`src/rtl/ram_bist_pkg.sv`:
```
// Shared types and March C- element table for the RAM BIST controller.
// Latency: n/a (types and constants only).
// Backpressure: n/a.
package ram_bist_pkg;

   typedef enum logic [2:0] {
      S_IDLE,
      S_WR,
      S_RD,
      S_CMP,
      S_DONE
   } state_t;

   typedef enum logic [2:0] {
      M0,
      M1,
      M2,
      M3,
      M4,
      M5
   } elem_t;

   // Per-element attributes, bit i describes element Mi.
   // Direction: M3..M5 walk the address space downwards.
   localparam logic [7:0] EL_DOWN    = 8'b0011_1000;
   // Expected read value is all-ones in M2 and M4, all-zeros elsewhere.
   localparam logic [7:0] EL_RD_ONES = 8'b0001_0100;
   // Write value is all-ones in M1 and M3, all-zeros elsewhere.
   localparam logic [7:0] EL_WR_ONES = 8'b0000_1010;
   // Elements that write: M0 (write only) and M1..M4 (read then write).
   localparam logic [7:0] EL_WRITES  = 8'b0001_1111;

endpackage

```
`src/rtl/ram_bist_addr_gen.sv`:
```
// Up/down address counter for the march walk, with load-to-start and terminal flag.
// Latency: load/step take effect on the next clk edge; last is combinational on addr.
// Backpressure: none; the controller steps it only when it advances.
module ram_bist_addr_gen #(
   parameter int ADDR_WIDTH = 4
) (
   input  logic                  clk,
   input  logic                  rst,
   input  logic                  load,
   input  logic                  load_down,
   input  logic                  step,
   input  logic                  down,
   output logic [ADDR_WIDTH-1:0] addr,
   output logic                  last
);

   localparam logic [ADDR_WIDTH-1:0] TOP = '1;
   localparam logic [ADDR_WIDTH-1:0] ONE = {{(ADDR_WIDTH-1){1'b0}}, 1'b1};

   // Load jumps to the first address of an element; step walks one address.
   always_ff @(posedge clk) begin
      if (rst) begin
         addr <= '0;
      end else if (load) begin
         addr <= load_down ? TOP : '0;
      end else if (step) begin
         addr <= down ? (addr - ONE) : (addr + ONE);
      end
   end

   // An element ends at N-1 going up and at 0 going down; no wrap is relied upon.
   assign last = down ? (addr == '0) : (addr == TOP);

endmodule

```
`src/rtl/ram_bist.sv`:
```
// March C- BIST controller driving a single-port RAM; reports pass or first failure.
// Latency: busy for 11*N cycles on a clean RAM, then a one-cycle done pulse.
// Backpressure: none; start is ignored unless idle, rst aborts a test immediately.
module ram_bist
   import ram_bist_pkg::*;
#(
   parameter int ADDR_WIDTH = 4,
   parameter int DATA_WIDTH = 8
) (
   input  logic                  clk,
   input  logic                  rst,
   input  logic                  start,
   output logic                  busy,
   output logic                  done,
   output logic                  pass,
   output logic [ADDR_WIDTH-1:0] fail_addr,
   output logic [DATA_WIDTH-1:0] fail_data,
   output logic [2:0]            fail_elem,
   output logic                  ram_we,
   output logic [ADDR_WIDTH-1:0] ram_addr,
   output logic [DATA_WIDTH-1:0] ram_din,
   input  logic [DATA_WIDTH-1:0] ram_dout
);

   state_t                  state, state_n;
   elem_t                   elem, elem_n;
   logic [ADDR_WIDTH-1:0]   addr;
   logic                    last;
   logic                    load, load_down, step;
   logic                    mismatch;
   logic                    cap_fail, set_pass, clr_result;
   logic                    we_n;
   logic [DATA_WIDTH-1:0]   din_n;
   logic [DATA_WIDTH-1:0]   exp_val;

   ram_bist_addr_gen #(.ADDR_WIDTH(ADDR_WIDTH)) u_addr_gen (
      .clk       (clk),
      .rst       (rst),
      .load      (load),
      .load_down (load_down),
      .step      (step),
      .down      (EL_DOWN[elem]),
      .addr      (addr),
      .last      (last)
   );

   assign ram_addr = addr;
   assign exp_val  = {DATA_WIDTH{EL_RD_ONES[elem]}};
   assign mismatch = (ram_dout != exp_val);

   // Next-state, element sequencing and address-counter control.
   always_comb begin
      state_n    = state;
      elem_n     = elem;
      load       = 1'b0;
      load_down  = 1'b0;
      step       = 1'b0;
      cap_fail   = 1'b0;
      set_pass   = 1'b0;
      clr_result = 1'b0;
      case (state)
         S_IDLE: begin
            if (start) begin
               state_n    = S_WR;
               elem_n     = M0;
               load       = 1'b1;
               load_down  = EL_DOWN[M0];
               clr_result = 1'b1;
            end
         end
         S_WR: begin
            if (last) begin
               state_n   = S_RD;
               elem_n    = M1;
               load      = 1'b1;
               load_down = EL_DOWN[M1];
            end else begin
               step = 1'b1;
            end
         end
         S_RD: begin
            state_n = S_CMP;
         end
         S_CMP: begin
            if (mismatch) begin
               state_n  = S_DONE;
               cap_fail = 1'b1;
            end else if (last) begin
               if (elem == M5) begin
                  state_n  = S_DONE;
                  set_pass = 1'b1;
               end else begin
                  state_n   = S_RD;
                  elem_n    = elem_t'(elem + 3'd1);
                  load      = 1'b1;
                  load_down = EL_DOWN[elem_n];
               end
            end else begin
               state_n = S_RD;
               step    = 1'b1;
            end
         end
         S_DONE: begin
            state_n = S_IDLE;
         end
         default: begin
            state_n = S_IDLE;
         end
      endcase
   end

   // The write of a read-then-write step is committed when entering CMP so that
   // ram_we stays a clean register output; a mismatch sends the FSM to DONE,
   // which forces ram_we low from the following cycle on.
   assign we_n  = (state_n == S_WR) || ((state_n == S_CMP) && EL_WRITES[elem_n]);
   assign din_n = we_n ? {DATA_WIDTH{EL_WR_ONES[elem_n]}} : '0;

   // State and registered RAM-port / status outputs.
   always_ff @(posedge clk) begin
      if (rst) begin
         state   <= S_IDLE;
         elem    <= M0;
         busy    <= 1'b0;
         done    <= 1'b0;
         ram_we  <= 1'b0;
         ram_din <= '0;
      end else begin
         state   <= state_n;
         elem    <= elem_n;
         busy    <= (state_n == S_WR) || (state_n == S_RD) || (state_n == S_CMP);
         done    <= (state_n == S_DONE);
         ram_we  <= we_n;
         ram_din <= din_n;
      end
   end

   // Result registers: cleared on an accepted start, first failure wins.
   always_ff @(posedge clk) begin
      if (rst) begin
         pass      <= 1'b0;
         fail_addr <= '0;
         fail_data <= '0;
         fail_elem <= '0;
      end else if (clr_result) begin
         pass      <= 1'b0;
         fail_addr <= '0;
         fail_data <= '0;
         fail_elem <= '0;
      end else if (cap_fail) begin
         fail_addr <= addr;
         fail_data <= ram_dout;
         fail_elem <= elem;
      end else if (set_pass) begin
         pass <= 1'b1;
      end
   end

endmodule

```
`config.mk`:
```
export PLATFORM = sky130hd
export DESIGN_NAME = ram_bist
export DESIGN_NICKNAME = d
export VERILOG_FILES = /design/src/rtl/ram_bist_pkg.sv /design/src/rtl/ram_bist_addr_gen.sv /design/src/rtl/ram_bist.sv
export SDC_FILE = /design/constraint.sdc
export NUM_CORES = 1
export LEC_CHECK = 0
export BUFFER_PORTS_ARGS = -buffer_cell sky130_fd_sc_hd__clkbuf_2
export CAP_MARGIN = 20
export CELL_PAD_IN_SITES_DETAIL_PLACEMENT = 0
export CELL_PAD_IN_SITES_GLOBAL_PLACEMENT = 1
export CORE_ASPECT_RATIO = 0.8
export CORE_MARGIN = 5
export CORE_UTILIZATION = 39
export DETAILED_ROUTE_END_ITERATION = 6
export PLACE_DENSITY = 0.83
export SYNTH_ARGS = -nofsm -noshare
export SYNTH_HDL_FRONTEND = slang
export SYNTH_SLANG_ARGS = --single-unit
```
`constraint.sdc`:
```
create_clock -name clk -period 2.9 [get_ports clk]
set_input_delay 0 -clock clk [delete_from_list [all_inputs] [get_ports clk]]
set_output_delay 0 -clock clk [all_outputs]
set_load 0.05 [all_outputs]
```
==> results of run 1 <==
[cell families (layout without fill, tap and decap cells)]
logic type | after synthesis | in the layout | synth area share (%)
simple gates | 61 | 61 | 18.5
compound gates | 35 | 35 | 15.7
flops | 32 | 32 | 39.5
mux | 19 | 19 | 12.8
fa+ha+maj | 6 | 6 | 5.09
xor+xnor | 4 | 4 | 2.16
buf+inv | 20 | 67 | 6.32
[timing repair]
| action | CTS | global route |
|---|---|---|
| hold endpoints to repair | 7 | 0 |
| endpoints found under the setup margin | 0 | 0 |
| hold buffers | 7 | 0 |
[state kept, by name, indices dropped and copies added (netlist names), 3 cells and up]
register         cells
u_addr_gen.addr      4
state                3
fail_elem            3
elem                 3
fail_data            8
fail_addr            4
[worst register-to-register path: stages, from the launching register on]
cell and delay [ns]:
dfxtp_1 0.37, or4_4 0.58, mux2_4 0.32, a211oi_1 0.19, o21bai_1 0.18, a22oi_1 0.43, xor2_1 0.12, nor3b_1 0.17
[routing by layer]
| metal | up-vias | track usage, % | wire, um |
|---|---|---|---|
| met2 | 32 | 22.3 | 1710 |
| met5 | - | 0 | 0 |
| met1 | 628 | 18.9 | 1750 |
| met4 | 0 | 9.54 | 82 |
| li1 | 706 | - | - |
| met3 | 6 | 3.47 | 142 |
[final cells by class]
cell class / count / area [um^2] / share of cell area (%)
Multi-Input combinational cell: 125 / 880 / 43.0
Sequential cell: 32 / 641 / 31.3
Timing Repair Buffer: 51 / 298 / 14.6
Clock buffer: 7 / 96.3 / 4.71
Tap cell: 57 / 71.3 / 3.49
Clock inverter: 1 / 30.0 / 1.47
Inverter: 8 / 30.0 / 1.47
[power groups by stage]
stage                     sequential [mW]  clock, mW  combinational (mW)
after global routing                0.461      0.491               0.126
after detailed placement            0.470          0               0.107
after floorplan                     0.494          0              0.0495
after CTS                           0.460      0.475               0.114
final                               0.460      0.464               0.114
after global placement              0.469          0               0.108
[worst min-delay path by stage]
stage,endpoint,cells past startpoint
2_1_floorplan,elem[2]$_SDFF_PP0_,1
3_3_place_gp,fail_data[4]$_SDFFE_PP0P_,3
3_5_place_dp,fail_data[1]$_SDFFE_PP0P_,3
4_1_cts,fail_data[0]$_SDFFE_PP0P_,3
5_1_grt,fail_data[0]$_SDFFE_PP0P_,3
6_report,fail_data[0]$_SDFFE_PP0P_,3
[metrics by stage]
| stage | hold slack (ns) | worst slack (ns) | instance area (um^2) |
|---|---|---|---|
| 3_3_place_gp | 0.272 | 0.570 | 1850 |
| 4_1_cts | 0.00308 | 0.461 | 2050 |
| 5_1_grt | 0.0264 | 0.311 | 2050 |
| 2_1_floorplan | 0.0716 | 0.460 | 1620 |
| 6_report | 0.00171 | 0.472 | 2050 |
| 3_5_place_dp | 0.287 | 0.490 | 1850 |
[placed cells by master (no fill, tap or decap), types with 5 or more instances in the layout]
| master | n |
|---|---|
| ha_1 | 5 |
| a21oi_1 | 7 |
| a211oi_1 | 6 |
| clkbuf_8 | 7 |
| nor2_1 | 26 |
| inv_1 | 8 |
| mux2i_1 | 17 |
| dfxtp_1 | 32 |
| clkbuf_2 | 41 |
| nand2_1 | 11 |
| dlygate4sd3_1 | 7 |
==> impl_metrics.yaml, run 1 <==
outcome:
  outcome: "finished clean"
global_route:
  grt_start_max_net_pins: 17
  wire_length_of_the_first_global_routing_pass_um: 6090
  grt_pass1_vias: 1307
  grt_remaining_overflow: 0
  antenna_found_initial: 0
  grtUsageTotal_pct: 14.8
power_and_ir_drop:
  static-leakage-power_nw: 0.851
  net-switching-power_uw: 244
  p_int_uw: 794
  p_clk_share_pct: 44.7
  power_density_nw_per_um2: 507
  p_comb_share_pct: 11.0
  power.sequential.fraction_pct: 44.3
  power.share.switching_pct: 23.5
  design_power_total_mw: 1.04
  irDropWorstVdd_mv: 0.256
clock_network:
  clock_tree.htree_level_count: 2
  clk-insertion-delay-late_ns: 0.28
  postCtsSetupRepairBufs: 0
  clk_pin_slew_worst_paths_ns: 0.07
  cts.sink_count: 32
  cts_resized: 0
  tritoncts_clock_tree: "yes"
  cts-root-buf: "clkbuf_8"
  number_of_clock_buffers_inserted_by_tritoncts: 5
  clockBufferDepth: 2
job:
  drv.max_cap_violation_count: 0
floorplanning:
  design.core.area_um2: 4100
  io_pins: 42
  die_height_um: 67.7
  rows: 21
  dieArea_um2: 5560
  die_x_um: 82.1
  start_util_pct: 39.6
synth:
  yosys.area.top_type_share_pct: 39.5
  number_of_flops_mapped_to_enable_cells_by_yosys: 0
  synth_ff_type: "dfxtp_1"
  netlist_instances: 177
  syn_avg_cell_area_um2: 9.17
  yosys.cell_count.top_type: "dfxtp_1"
  synth_top_cells_by_area: "dfxtp_1 39%, mux2i_1 10%, nor2_1 6.0%"
  synth_top_area_cell: "dfxtp_1"
  synthesis.yosys.warnings: 0
  synthesis.area_um2: 1620
  ys_ff_latch: 32
  mappedNetlistNets: 194
  synth-async-reset-ratio_pct: 0
  synth.cells.most_frequent: "32 x dfxtp_1, 26 x nor2_1, 17 x mux2i_1, 11 x nand2_1, 8 x inv_1"
  synth_seq_area_share_pct: 39.5
  synth.lib_cells_used.distinct: 43
setup_path:
  worstSetupEndpointType: "flop"
  timing.critical_path.slowest_stage_cell: "or4_4"
  crit_family: "compound AO/OA/AOI/OAI gates"
  required_ns: 3.10
  r2r_cells: 7
  path_buf_inv: 0
  rr_startpoint: "u_addr_gen.addr[0]$_SDFFE_PP0P_"
  cp.arrival_ns: 2.63
  rrSetupSlack_ns: 0.47
  crit_path_max_incr_delay_ns: 0.58
  crit-reg2reg-capture: "exp_val[0]$_DFF_P_"
  cells_along_the_critical_path: "or4_4 > mux2_4 > a211oi_1 > o21bai_1 > a22oi_1 > xor2_1 > nor3b_1"
  critical_path_class: "reg2reg"
  critical_path.startpoint: "u_addr_gen.addr[0]$_SDFFE_PP0P_"
  cp-start-kind: "flop"
  critical_path.endpoint: "exp_val[0]$_DFF_P_"
  timing.critical_path.fanout_max: 7
  cp.depth: 7
route:
  via_density_per_instance: 4.88
  drt_pass1_iterations: 4
  route.antenna.remaining_nets: 0
  initialDrtViolationCount: 132
  routedWlPerCell_um: 13.1
  detailroute.via_count: 1372
  routed_wl_um: 3680
  remaining_drc_errors: 0
timing:
  timing.final.max_slew_violations: 0
  tightestPinTransition_ns: 0.565
  timing_hold_violations_final: 0
  period_share_pct: 83.7
  setup_violations: 0
  fin_crit_ns: 2.43
  clock.fmax_mhz: 412
  max_slew_margin_pct: 62.0
  fin_tns_setup_ns: 0
  grt_setup_unrepaired: "no"
  fin_skew_ns: 0.00463
finish:
  antenna_cells_inserted: 0
  layout-area-overhead-vs-synth_pct: 26.1
  drive_above_1_share_pct: 25.4
  finalCoreUtilization_pct: 49.9
  final-instance-count-excl-fill: 281
  layout.nets: 240
  fillCellCount: 422
placed_design:
  quantity_of_i_o_buffers_inserted_on_ports: 41
  place.gp.congestion: 0.839
  post-place-cells: 266
  detailed_place_hpwl_um: 2670
worst_hold_path:
  worstHoldPathType: "in2reg"
  hold_path.startpoint: "ram_dout[0]"
No activity file was read; power rests on OpenSTA's default activity.
==> run 2: changes to the inputs <==
==> constraint.sdc (replaced) <==
create_clock -name clk -period 2.4 [get_ports clk]
set_input_delay 0 -clock clk [delete_from_list [all_inputs] [get_ports clk]]
set_output_delay 0 -clock clk [all_outputs]
set_load 0.05 [all_outputs]
==> run 2 against run 1 <==
Compared with the run above:
- combinational power rose by 28%
- via count rose by 2.1%
- total power rose by 11%
- fmax rose by 5.5%
- sequential share of layout area fell by 0.74 points
- clock power fell by 3%
- critical path type unchanged
- largest cell class unchanged
- register-to-register slack got worse by 0.37 ns
==> impl_metrics.yaml, run 2 (synthesized netlist as in run 1, its figures left out) <==
setup_path:
  crit_path_max_incr_delay_ns: 0.56
  timing.critical_path.slowest_stage_cell: "or4_4"
  required_ns: 2.63
  timing.critical_path.fanout_max: 7
  cp.arrival_ns: 2.53
  cp-start-kind: "flop"
  critical_path_class: "reg2reg"
  rr_startpoint: "u_addr_gen.addr[0]$_SDFFE_PP0P_"
  critical_path.startpoint: "u_addr_gen.addr[0]$_SDFFE_PP0P_"
  worstSetupEndpointType: "flop"
  cells_along_the_critical_path: "or4_4 > mux2_4 > a211oi_4 > and3_1 > a211oi_1 > or3_1 > a21oi_1"
placed_design:
  placement.setup.worst_slack_ns: 0.115
  detailed_place_hpwl_um: 2740
  post-place-cells: 273
  place.gp.congestion: 0.882
  place_area_um2: 1910
  quantity_of_i_o_buffers_inserted_on_ports: 41
floorplanning:
  rows: 21
  die_height_um: 67.7
  io_pins: 42
  start_util_pct: 39.6
  dieArea_um2: 5560
  design.core.area_um2: 4100
  die_x_um: 82.1
timing:
  grt_setup_unrepaired: "no"
  fin_skew_ns: 0.00642
  timing_hold_violations_final: 0
  fin_tns_setup_ns: 0
  clock.fmax_mhz: 434
  timing.final.max_slew_violations: 0
  period_share_pct: 95.9
  tightestPinTransition_ns: 0.518
  setup_violations: 0
  final_critical_path_setup_slack_ns: 0.0973
  max_slew_margin_pct: 65.2
  whs_ns: 0.0777
  fin_crit_ns: 2.30
power_and_ir_drop:
  power.share.switching_pct: 27.9
  power_density_nw_per_um2: 549
  p_clk_share_pct: 39.1
  p_int_uw: 832
  static-leakage-power_nw: 0.875
  p_comb_share_pct: 12.7
  net-switching-power_uw: 322
  power.sequential.fraction_pct: 48.2
  irDropWorstVdd_mv: 0.305
finish:
  fillCellCount: 420
  most_common_cell_after_layout_fill_and_taps_aside: "clkbuf_2"
  commonest_non_fill_non_tap_cells_in_the_layout: "41 x clkbuf_2, 30 x dfxtp_1, 26 x nor2_1"
  drive_above_1_share_pct: 30.0
  antenna_cells_inserted: 0
  layout-area-overhead-vs-synth_pct: 29.6
  largest_register_ff_count: 8
  final-instance-count-excl-fill: 290
  postLayoutCellArea_um2: 2100
  registers.top_by_ff_count: "fail_data"
  layout.nets: 249
  reg.largest.list: "fail_data x8, fail_addr x4, u_addr_gen.addr x4"
clock_network:
  clk-insertion-delay-late_ns: 0.29
  clockBufferDepth: 2
  cts.sink_count: 32
  cts-root-buf: "clkbuf_8"
  clk_pin_slew_worst_paths_ns: 0.07
  clock_tree.htree_level_count: 2
  number_of_clock_buffers_inserted_by_tritoncts: 5
  tritoncts_clock_tree: "yes"
global_route:
  grt_start_max_net_pins: 17
  antenna_found_initial: 0
  grt_remaining_overflow: 0
  grtUsageTotal_pct: 15.2
  grt_pass1_vias: 1362
  wire_length_of_the_first_global_routing_pass_um: 6330
route:
  routedWlPerCell_um: 13.1
  remaining_drc_errors: 0
  via_density_per_instance: 4.83
  routed_wl_um: 3790
  initialDrtViolationCount: 76
  drt_pass1_iterations: 4
  detailroute.via_count: 1401
  route.antenna.remaining_nets: 0
job:
  drv.max_cap_violation_count: 0
worst_hold_path:
  worstHoldPathType: "in2reg"
  hold_path.startpoint: "rst"
outcome:
  outcome: "finished clean"
-- run 2: cell count changes in the layout (fill, tap and decap cells not counted), moves of 2 or more --
| cell | delta |
|---|---|
| clkinvlp_4 | +2 |
| dfxtp_1 | -2 |
| buf_4 | +8 |
| dfxtp_2 | +2 |
-- run 2: path summary, 6_finish.rpt --
kind	to	slack, ns	cells after the start
hold reg to reg	pass$_SDFFE_PP0P_	0.48	2
setup / recovery	u_addr_gen.down$_DFF_P_	0.1	7
hold / removal	state[1]$_SDFF_PP0_	0.08	2
setup reg to reg	u_addr_gen.down$_DFF_P_	0.1	7
-- run 2: layer usage --
metal	global-route usage (%)	part of all wire, %	up-vias	routed length (um)
li1	-	-	728	-
met1	19.9	49	641	1870
met2	23.1	45	22	1690
met3	2.93	2.9	10	111
met4	9.13	3.0	0	112
met5	0	0	-	0
-- run 2: metrics by stage --
stage	power, mW	utilization [%]
2_1_floorplan	0.658	-
3_3_place_gp	0.704	46.6
3_5_place_dp	0.703	46.6
4_1_cts	1.16	50.9
5_1_grt	1.21	51.3
6_report	1.15	51.3
-- run 2: critical path: cells and delay by family, from the launching register on --
kind | cells | cell delay, ns
DFF | 1 | 0.36
muxes | 1 | 0.32
and+or+nand+nor | 3 | 1.09
AOI/OAI and AO/OA | 3 | 0.47
-- run 2: power groups by stage --
| stage | sequential [mW] | clock [mW] | combinational (mW) |
|---|---|---|---|
| after floorplan | 0.598 | 0 | 0.0599 |
| after global placement | 0.567 | 0 | 0.137 |
| after detailed placement | 0.568 | 0 | 0.135 |
| after CTS | 0.556 | 0.461 | 0.146 |
| after global routing | 0.558 | 0.488 | 0.160 |
| final | 0.556 | 0.452 | 0.146 |
-- run 2: cell type report --
type	instances	area (um^2)	share of cell area (%)
Sequential cell	32	643	30.6
Multi-Input combinational cell	125	893	42.5
Tap cell	57	71.3	3.39
Inverter	8	30.0	1.43
Clock inverter	2	15.0	0.714
Clock buffer	6	82.6	3.93
Timing Repair Buffer	60	368	17.5
-- run 2: repair_timing --
| action | 4_1_cts | 5_1_grt |
|---|---|---|
| hold endpoints to repair | 8 | 0 |
| endpoints found under the setup margin | 0 | 3 |
| setup buffers | 0 | 1 |
| hold buffers | 8 | 0 |
| gates resized for setup | 0 | 2 |
==> run 3: changes to the inputs <==
--- a/config.mk
+++ b/config.mk
@@ -16,4 +16,5 @@
 export PLACE_DENSITY = 0.83
 export SYNTH_ARGS = -nofsm -noshare
 export SYNTH_HDL_FRONTEND = slang
+export SYNTH_HIERARCHICAL = 1
 export SYNTH_SLANG_ARGS = --single-unit
==> run 3 against run 2 <==
Compared with the run above:
- the flow now finishes with violations (negative setup slack)
- wire length is 2.7% higher
- clock skew is 0.0027 ns lower
- area after synthesis grew 1.0%
- core utilization is 1.7 points higher
- sequential cell count unchanged
- count of clock-buffer cells in the layout rose by 2
- non-clock buffer count increased by 8
- largest power group unchanged
- sequential share of layout area shrank 0.62 points
- sequential power is 2% lower
- total power decreased by 5.8%
==> impl_metrics.yaml, run 3 <==
setup_path:
  r2r_cells: 9
  rrSetupSlack_ns: -0.03
  crit-reg2reg-capture: "ram_we$_SDFF_PP0_"
  cells_along_the_critical_path: "nor4_2 > nand2_1 > o21ai_2 > a21bo_1 > or4_4 > a211o_1 > and3_4 > and2_4 > o41a_1"
  cp.arrival_ns: 2.60
  crit_path_max_incr_delay_ns: 0.42
  timing.critical_path.fanout_max: 3
  critical_path.startpoint: "u_addr_gen/addr[2]$_SDFFE_PP0P_"
  cp-start-kind: "flop"
  timing.critical_path.slowest_stage_cell: "or4_4"
  rr_startpoint: "u_addr_gen/addr[2]$_SDFFE_PP0P_"
  required_ns: 2.57
  critical_path_class: "reg2reg"
  worstSetupEndpointType: "flop"
finish:
  fillCellCount: 387
  layout-area-overhead-vs-synth_pct: 33.5
  most_common_cell_after_layout_fill_and_taps_aside: "clkbuf_2"
  layout.nets: 259
  reg.largest.list: "fail_data x8, fail_addr x4, u_addr_gen/addr x4"
  largest_register_ff_count: 8
  final-instance-count-excl-fill: 300
  commonest_non_fill_non_tap_cells_in_the_layout: "41 x clkbuf_2, 28 x dfxtp_1, 27 x nor2_1"
  registers.top_by_ff_count: "fail_data"
  drive_above_1_share_pct: 34.6
  antenna_cells_inserted: 0
worst_hold_path:
  worstHoldPathType: "in2reg"
  hold-path-cell-count: 3
  hold_path.startpoint: "ram_dout[7]"
  holdPathEnd: "fail_data[7]$_SDFFE_PP0P_"
synth:
  main_combinational_cell_family_by_area_after_synthesis: "simple AND/OR/NAND/NOR gates"
  synth_mux_area_share_pct: 10.5
  synth_ff_type: "dfxtp_1"
  synth_top_area_cell: "dfxtp_1"
  synth_fa_ha_area_share_pct: 5.04
  syn_avg_cell_area_um2: 9.11
  synth.lib_cells_used.distinct: 46
  post_synth_xor_area_fraction_pct: 2.67
  yosys.area.top_type_share_pct: 39.1
  synth_seq_area_share_pct: 39.1
  synth_compound_area_share_pct: 15.4
  netlist_instances: 180
  synth.cells.most_frequent: "32 x dfxtp_1, 27 x nor2_1, 16 x mux2i_1, 9 x inv_1"
  synth_top_cells_by_area: "dfxtp_1 39%, mux2i_1 9.8%, nor2_1 6.2%"
  synthesis.area_um2: 1640
  synth-async-reset-ratio_pct: 0
  yosys.cell_count.top_type: "dfxtp_1"
  synthesis.yosys.warnings: 6
  synth_simple_gate_area_share_pct: 20.5
  ys_ff_latch: 32
  mappedNetlistNets: 197
  number_of_flops_mapped_to_enable_cells_by_yosys: 0
timing:
  grt_setup_unrepaired: "yes"
  timing_hold_violations_final: 0
  period_share_pct: 101
  fin_skew_ns: 0.00376
  max_slew_margin_pct: 58.4
  final_critical_path_setup_slack_ns: -0.0332
  clock.fmax_mhz: 411
  timing.final.max_slew_violations: 0
  tightestPinTransition_ns: 0.616
  fin_tns_setup_ns: -0.0332
  setup_violations: 1
  fin_crit_ns: 2.43
global_route:
  grtUsageTotal_pct: 14.7
  antenna_found_initial: 0
  grt_pass1_vias: 1374
  grt_remaining_overflow: 0
  grt_start_max_net_pins: 17
  wire_length_of_the_first_global_routing_pass_um: 6240
clock_network:
  number_of_clock_buffers_inserted_by_tritoncts: 5
  cts.sink_count: 32
  clockBufferDepth: 2
  clk-insertion-delay-late_ns: 0.28
  clock_tree.htree_level_count: 2
  tritoncts_clock_tree: "yes"
  cts-root-buf: "clkbuf_8"
  clk_pin_slew_worst_paths_ns: 0.06
power_and_ir_drop:
  net-switching-power_uw: 267
  p_comb_share_pct: 11.2
  irDropWorstVdd_mv: 0.307
  power.sequential.fraction_pct: 50.0
  p_clk_share_pct: 38.8
  power.share.switching_pct: 24.6
  design_power_total_mw: 1.09
  power_density_nw_per_um2: 496
  p_int_uw: 819
  static-leakage-power_nw: 0.941
outcome:
  violations: "negative setup slack"
  outcome: "finished with violations"
floorplanning:
  design.core.area_um2: 4130
  start_util_pct: 39.7
  rows: 21
  io_pins: 42
  die_height_um: 68.0
  die_x_um: 82.5
  dieArea_um2: 5610
placed_design:
  post-place-cells: 284
  place.gp.congestion: 0.917
  quantity_of_i_o_buffers_inserted_on_ports: 41
  detailed_place_hpwl_um: 2920
route:
  drt_pass1_iterations: 4
  via_density_per_instance: 4.96
  route.antenna.remaining_nets: 0
  routedWlPerCell_um: 13.0
  detailroute.via_count: 1488
  initialDrtViolationCount: 56
  routed_wl_um: 3890
  remaining_drc_errors: 0
job:
  drv.max_cap_violation_count: 0
## run 3: cell types whose count changed after synthesis, sizes merged, moves of 3 or more
cell,before,now
nor2b,3,0
nand2,11,7
a211o,0,3
nor3,2,5
a21o,3,0
a211oi,7,0
nand4,2,5
## run 3: power groups by stage
stage	Combinational, mW	Sequential, mW	Clock (mW)
final	0.122	0.543	0.422
after global routing	0.133	0.544	0.466
after CTS	0.122	0.543	0.439
after detailed placement	0.111	0.554	0
after global placement	0.111	0.554	0
after floorplan	0.0424	0.579	0
## run 3: per-layer routing
layer  up-vias  share of wire (%)  track usage (%)
li1        761                  -                -
met5         -                  0                0
met2        34                 44             22.0
met3         8                5.3             5.66
met4         0                1.7             5.60
met1       685                 49             19.0
## run 3: repair_timing
| action | in CTS | in global routing |
|---|---|---|
| gates resized for setup | 1 | 7 |
| hold buffers | 7 | 0 |
| buffers inserted | 0 | 1 |
| endpoints found under the setup margin | 1 | 5 |
| hold endpoints to repair | 7 | 0 |
## run 3: worst max-delay path by stage
stage / cells after the start / slack (ns) / to
4_1_cts: 9 / -0.04 / ram_we$_SDFF_PP0_
3_3_place_gp: 9 / -0.005 / ram_we$_SDFF_PP0_
2_1_floorplan: 9 / -0.11 / ram_we$_SDFF_PP0_
5_1_grt: 9 / -0.14 / ram_we$_SDFF_PP0_
3_5_place_dp: 9 / -0.03 / ram_we$_SDFF_PP0_
6_report: 9 / -0.03 / ram_we$_SDFF_PP0_
## run 3: critical path, delay by kind of cell, from the launching register on
kind             cells  cell delay [ns]
AO/OA/AOI/OAI        4             0.90
flip-flops           1             0.34
AND/OR/NAND/NOR      5             1.08
## run 3: cell families after synthesis
| logic type | count (synthesis) |
|---|---|
| and+or+nand+nor | 64 |
| AOI/OAI and AO/OA | 34 |
| DFF | 32 |
| buffers and inverters | 22 |
| muxes | 17 |
| adders and majority gates | 6 |
| xor gates and xnor gates | 5 |
## run 3: metrics by stage
stage / hold slack, ns / util, % / setup WS (ns) / cell area, um^2
2_1_floorplan: 0.0533 / - / -0.107 / 1660
3_3_place_gp: 0.271 / 48.5 / -0.00511 / 2000
3_5_place_dp: 0.283 / 48.5 / -0.0267 / 2000
4_1_cts: 0.00388 / 52.5 / -0.0396 / 2170
5_1_grt: 0.0214 / 53.0 / -0.143 / 2190
6_report: 0.00934 / 53.0 / -0.0332 / 2190
## run 3: final cells by class
cell class	instances	area [um^2]	share of cell area, %
multi-input combinational	126	912	41.7
timing repair buffer	68	425	19.4
clock buffer	8	90.1	4.12
inverter	9	33.8	1.54
sequential	32	656	30.0
tap	57	71.3	3.26
